### config.mk
export PLATFORM = sky130hd
export DESIGN_NAME = ps2_host_tx
export DESIGN_NICKNAME = d
export VERILOG_FILES = /design/src/rtl/ps2_host_tx_pkg.sv /design/src/rtl/ps2_host_tx_sync.sv /design/src/rtl/ps2_host_tx.sv
export SDC_FILE = /design/constraint.sdc
export NUM_CORES = 1
export LEC_CHECK = 0
export BUFFER_PORTS_ARGS = -buffer_cell sky130_fd_sc_hd__buf_2
export CORE_ASPECT_RATIO = 1.5
export CORE_MARGIN = 2
export CORE_UTILIZATION = 61
export DETAILED_ROUTE_END_ITERATION = 8
export PLACE_DENSITY = 0.79
export SKIP_LAST_GASP = 1
export SYNTH_ARGS = -nofsm -noshare
export SYNTH_HDL_FRONTEND = slang
export SYNTH_HIERARCHICAL = 1
export SYNTH_SLANG_ARGS = --single-unit
### constraint.sdc
create_clock -name clk -period 3.2 [get_ports clk]
set_clock_uncertainty 0.1 [all_clocks]
set_input_delay 0.64 -clock clk [delete_from_list [all_inputs] [get_ports clk]]
set_output_delay 0.64 -clock clk [all_outputs]
set_load 0.1 [all_outputs]
### src/rtl/ps2_host_tx_pkg.sv
// Shared types and constants for the PS/2 host-to-device transmitter.
package ps2_host_tx_pkg;

  localparam int unsigned DATA_W             = 8;
  localparam int unsigned EDGE_W             = 4;
  localparam int unsigned FRAME_EDGES        = 11;
  localparam int unsigned DEF_INHIBIT_CYCLES = 12000;
  localparam int unsigned DEF_TIMEOUT_CYCLES = 2000000;

  typedef enum logic [2:0] {
    IDLE    = 3'd0,
    INHIBIT = 3'd1,
    SEND    = 3'd2,
    ACK     = 3'd3,
    DONE    = 3'd4
  } state_t;

  function automatic logic odd_parity(input logic [DATA_W-1:0] d);
    return ~^d;
  endfunction

endpackage

### src/rtl/ps2_host_tx_sync.sv
// Two-flop synchronizer for an idle-high PS/2 line plus falling-edge detect.
module ps2_sync (
  input  logic clk,
  input  logic rst_n,
  input  logic async_in,
  output logic sync,
  output logic fall_c
);

  logic meta;
  logic sync_d;

  always_ff @(posedge clk or negedge rst_n) begin
    if (!rst_n) begin
      meta   <= 1'b1;
      sync   <= 1'b1;
      sync_d <= 1'b1;
    end else begin
      meta   <= async_in;
      sync   <= meta;
      sync_d <= sync;
    end
  end

  assign fall_c = sync_d & ~sync;

endmodule

### src/rtl/ps2_host_tx.sv
// PS/2 host-to-device command transmitter: inhibit, request-to-send, 11-edge frame, ACK check.
module ps2_host_tx
  import ps2_host_tx_pkg::*;
#(
  parameter int unsigned INHIBIT_CYCLES = DEF_INHIBIT_CYCLES,
  parameter int unsigned TIMEOUT_CYCLES = DEF_TIMEOUT_CYCLES
) (
  input  logic              clk,
  input  logic              rst_n,
  input  logic [DATA_W-1:0] tx_data,
  input  logic              tx_valid,
  output logic              tx_ready,
  input  logic              ps2_clk_in,
  input  logic              ps2_data_in,
  output logic              ps2_clk_oe,
  output logic              ps2_data_oe,
  output logic              busy,
  output logic              done,
  output logic              err
);

  localparam int unsigned INH_W = $clog2(INHIBIT_CYCLES + 1);
  localparam int unsigned TO_W  = $clog2(TIMEOUT_CYCLES + 1);

  logic sync_clk_unused;
  logic clk_fall;
  logic sync_data;
  logic data_fall_unused;

  ps2_sync u_clk_sync (
    .clk    (clk),
    .rst_n  (rst_n),
    .async_in(ps2_clk_in),
    .sync   (sync_clk_unused),
    .fall_c (clk_fall)
  );

  ps2_sync u_data_sync (
    .clk    (clk),
    .rst_n  (rst_n),
    .async_in(ps2_data_in),
    .sync   (sync_data),
    .fall_c (data_fall_unused)
  );

  state_t                state_q, state_d;
  logic [INH_W-1:0]      inh_q, inh_d;
  logic [EDGE_W-1:0]     edge_q, edge_d;
  logic [TO_W-1:0]       to_q, to_d;
  logic [DATA_W:0]       frame_q, frame_d;
  logic [FRAME_EDGES-2:0] bits_d;
  logic                  err_d;
  logic                  tx_ready_d, clk_oe_d, data_oe_d, busy_d, done_d;

  always_ff @(posedge clk or negedge rst_n) begin
    if (!rst_n) begin
      state_q     <= IDLE;
      inh_q       <= '0;
      edge_q      <= '0;
      to_q        <= '0;
      frame_q     <= '0;
      err         <= 1'b0;
      tx_ready    <= 1'b0;
      ps2_clk_oe  <= 1'b0;
      ps2_data_oe <= 1'b0;
      busy        <= 1'b0;
      done        <= 1'b0;
    end else begin
      state_q     <= state_d;
      inh_q       <= inh_d;
      edge_q      <= edge_d;
      to_q        <= to_d;
      frame_q     <= frame_d;
      err         <= err_d;
      tx_ready    <= tx_ready_d;
      ps2_clk_oe  <= clk_oe_d;
      ps2_data_oe <= data_oe_d;
      busy        <= busy_d;
      done        <= done_d;
    end
  end

  // Next state; outputs are decoded from the next state so they register in step with it.
  always_comb begin
    state_d    = state_q;
    inh_d      = inh_q;
    edge_d     = edge_q;
    to_d       = to_q;
    frame_d    = frame_q;
    err_d      = err;
    bits_d     = '0;
    tx_ready_d = 1'b0;
    clk_oe_d   = 1'b0;
    data_oe_d  = 1'b0;
    busy_d     = 1'b0;
    done_d     = 1'b0;

    case (state_q)
      IDLE: begin
        if (tx_valid && tx_ready) begin
          frame_d = {odd_parity(tx_data), tx_data};
          inh_d   = '0;
          edge_d  = '0;
          to_d    = '0;
          err_d   = 1'b0;
          state_d = INHIBIT;
        end
      end
      INHIBIT: begin
        if (inh_q == INH_W'(INHIBIT_CYCLES - 1)) state_d = SEND;
        else                                      inh_d   = inh_q + INH_W'(1);
      end
      SEND, ACK: begin
        // A device edge wins over a timeout landing in the same cycle.
        if (clk_fall) begin
          to_d   = '0;
          edge_d = edge_q + EDGE_W'(1);
          if (state_q == ACK) begin
            err_d   = sync_data;
            state_d = DONE;
          end else if (edge_q == EDGE_W'(FRAME_EDGES - 2)) begin
            state_d = ACK;
          end
        end else if (to_q == TO_W'(TIMEOUT_CYCLES - 1)) begin
          err_d   = 1'b1;
          state_d = DONE;
        end else begin
          to_d = to_q + TO_W'(1);
        end
      end
      DONE:    state_d = IDLE;
      default: state_d = IDLE;
    endcase

    // Bit driven after edge k is frame bit k; bit 0 is the start bit.
    bits_d     = {frame_d, 1'b0};
    tx_ready_d = (state_d == IDLE);
    busy_d     = (state_d == INHIBIT) || (state_d == SEND) || (state_d == ACK);
    done_d     = (state_d == DONE);
    clk_oe_d   = (state_d == INHIBIT);
    if (state_d == INHIBIT)
      data_oe_d = (inh_d == INH_W'(INHIBIT_CYCLES - 1));
    else if (state_d == SEND && edge_d < EDGE_W'(FRAME_EDGES - 1))
      data_oe_d = ~bits_d[edge_d];
  end

endmodule

==> results.py <==
metrics = {
    "global_routing": {
        "grt_pass1_wl_um": 12200,
        "grt_max_degree": 44,
        "overflow": 0,
        "grt_pass1_vias": 2657,
        "grt_usage_pct": 26.8,
        "antenna_found_initial": 0,
    },
    "logic_synthesis": {
        "synthesis.nets": 347,
        "syn-cell-area_sq_mm": 0.00324,
        "synth_cells": 330,
        "syn_area_per_cell_sq_um": 9.82,
        "yosysWarningCount": 6,
    },
    "clocking": {
        "clkTransAtPathRegs_ns": 0.07,
        "cts_tree": "yes",
        "cts.repair.resized": 0,
        "clk_latency_ns": 0.33,
        "post_cts_buffers": 0,
        "cts_buffers": 9,
        "root_buffer": "clkbuf_8",
        "clockBufferDepth": 2,
        "clock_sinks": 62,
        "cts_hold_buf": 0,
        "htree_num_levels": 3,
    },
    "drt": {
        "dr.pass1.iters": 4,
        "wl_per_cell_um": 16.7,
        "vias_per_cell": 6.23,
        "post-route-drc-count": 0,
        "num_vias": 2653,
        "wirelength_um": 7100,
        "ant_nets": 0,
        "drt_iter0_markers": 199,
    },
    "cells_and_area": {
        "nNetsFinal": 370,
        "num_antenna_cells": 0,
        "multi_input_area_sq_mm": 0.00160,
        "final.fill_count": 424,
        "final_common_cell": "dfrtp_1",
        "fin_util_pct": 69.8,
        "mostFrequentLayoutCells": "57 x dfrtp_1, 31 x nor2_1, 29 x nand2_1, 23 x o21ai_0, 18 x buf_2",
        "layout-drive-gt1-share_pct": 17.0,
        "syn_to_final_growth_pct": 10.4,
        "register_area_sq_mm": 0.00156,
    },
    "timing": {
        "slew_headroom_pct": 36.4,
        "tns_ns": 0,
        "hold_viol": 0,
        "tightest_slew_ns": 0.954,
        "setup_slack_ns": 0.419,
        "grt_setup_unrepaired": "false",
        "min_period_ns": 2.78,
        "finalSetupViolations": 0,
        "fmax_ghz": 0.360,
        "slew_violations": 0,
        "min_period_over_period_pct": 86.9,
    },
    "worst_setup_path": {
        "cp-end-kind": "flop",
        "startpoint_type": "flop",
        "max_stage_delay_ns": 0.53,
        "cp_cell_sequence": "nor2b_4 > nor3b_1 > a21oi_1 > o22ai_1 > nor4b_1 > or4_1 > a211o_1 > o41ai_1",
        "cp_num_buf_inv": 0,
        "slowest_stage": "or4_1",
        "crit_family": "simple AND/OR/NAND/NOR gates",
        "rr_worst_depth": 8,
        "r2r-end": "ps2_data_oe",
        "rrSetupSlack_ns": 0.42,
        "crit_required_ns": 3.30,
        "critPathArrivalTime_ns": 2.88,
        "r2r-start": "u_clk_sync/sync_d",
        "critical_path_class": "flop to flop",
        "crit_path_max_fanout": 13,
    },
    "power": {
        "vdd_drop_max_v": 0.000359,
        "p_clk_share_pct": 44.2,
        "p_int_mw": 1.19,
        "pwr-share-comb_pct": 3.3,
        "p_switching_mw": 0.320,
        "p_seq_share_pct": 52.5,
        "finalPower_mw": 1.51,
        "p_leak_nw": 1.58,
        "power_density_mw_per_mm2": 421,
        "switching_share_pct": 21.2,
    },
    "floorplanning": {
        "die_w_um": 63.5,
        "core_area_sq_mm": 0.00512,
        "dieArea_sq_mm": 0.00592,
        "die_h_um": 93.3,
        "io_pins": 19,
        "rows": 32,
        "initial_utilization_pct": 63.2,
    },
    "status": {
        "status": "complete, no violations",
    },
    "placement": {
        "place_hpwl_um": 5100,
        "preCtsSetupSlack_ns": 0.354,
        "routabilityCongestion": 0.889,
        "port_buffers": 18,
    },
    "hold_path": {
        "hold_class": "flop to flop",
        "worstHoldStart": "u_clk_sync/meta",
        "hold_depth": 0,
        "whs_endpoint": "u_clk_sync/sync",
    },
    "run": {
        "maxCapViolCount": 0,
    },
}
==> final cells by class <==
cell class,instances,area share [%]
Sequential cell,62,43.5
Timing Repair Buffer,21,3.15
Multi-Input combinational cell,251,44.7
Clock inverter,4,1.33
Clock buffer,12,4.06
Tap cell,68,2.38
Inverter,8,0.839
==> power groups by stage <==
stage          Sequential (mW)  Combinational (mW)  Clock [mW]
4_1_cts                  0.791              0.0505       0.683
2_1_floorplan            0.805              0.0205           0
5_1_grt                  0.790              0.0556       0.722
3_5_place_dp             0.805              0.0503           0
3_3_place_gp             0.805              0.0489           0
6_report                 0.791              0.0492       0.666
==> worst max-delay path by stage <==
stage	slack (ns)	from	cells after the start	to
after floorplan	0.38	tx_ready	7	ps2_data_oe
after global placement	0.42	tx_valid	8	ps2_data_oe
after detailed placement	0.35	tx_valid	8	ps2_data_oe
after CTS	0.44	u_clk_sync/sync_d	8	ps2_data_oe
after global routing	0.28	u_clk_sync/sync_d	8	ps2_data_oe
final	0.42	u_clk_sync/sync_d	8	ps2_data_oe
==> state kept, by name (all words and copies together), names as in the netlist <==
register	flops
to_q	21
inh_q	14
frame_q	9
edge_q	4
state_q	3
busy	1
done	1
err	1
ps2_clk_oe	1
ps2_data_oe	1
tx_ready	1
u_clk_sync/meta	1
u_clk_sync/sync	1
u_clk_sync/sync_d	1
u_data_sync/meta	1
u_data_sync/sync	1
==> metal layers <==
| metal | global-route usage [%] | vias up | wire, um |
|---|---|---|---|
| li1 | - | 1251 | - |
| met1 | 30.5 | 1302 | 2870 |
| met2 | 47.0 | 70 | 3730 |
| met3 | 4.57 | 30 | 224 |
| met4 | 15.4 | 0 | 282 |
| met5 | 0 | - | 0 |
==> metrics by stage <==
step	cells	hold WS [ns]	instance area (sq um)
6_report	426	0.259	3580
3_5_place_dp	410	0.252	3380
2_1_floorplan	330	0.244	3240
5_1_grt	426	0.267	3580
3_3_place_gp	410	0.250	3380
4_1_cts	426	0.261	3580
No activity file was read; power rests on OpenSTA's default activity.
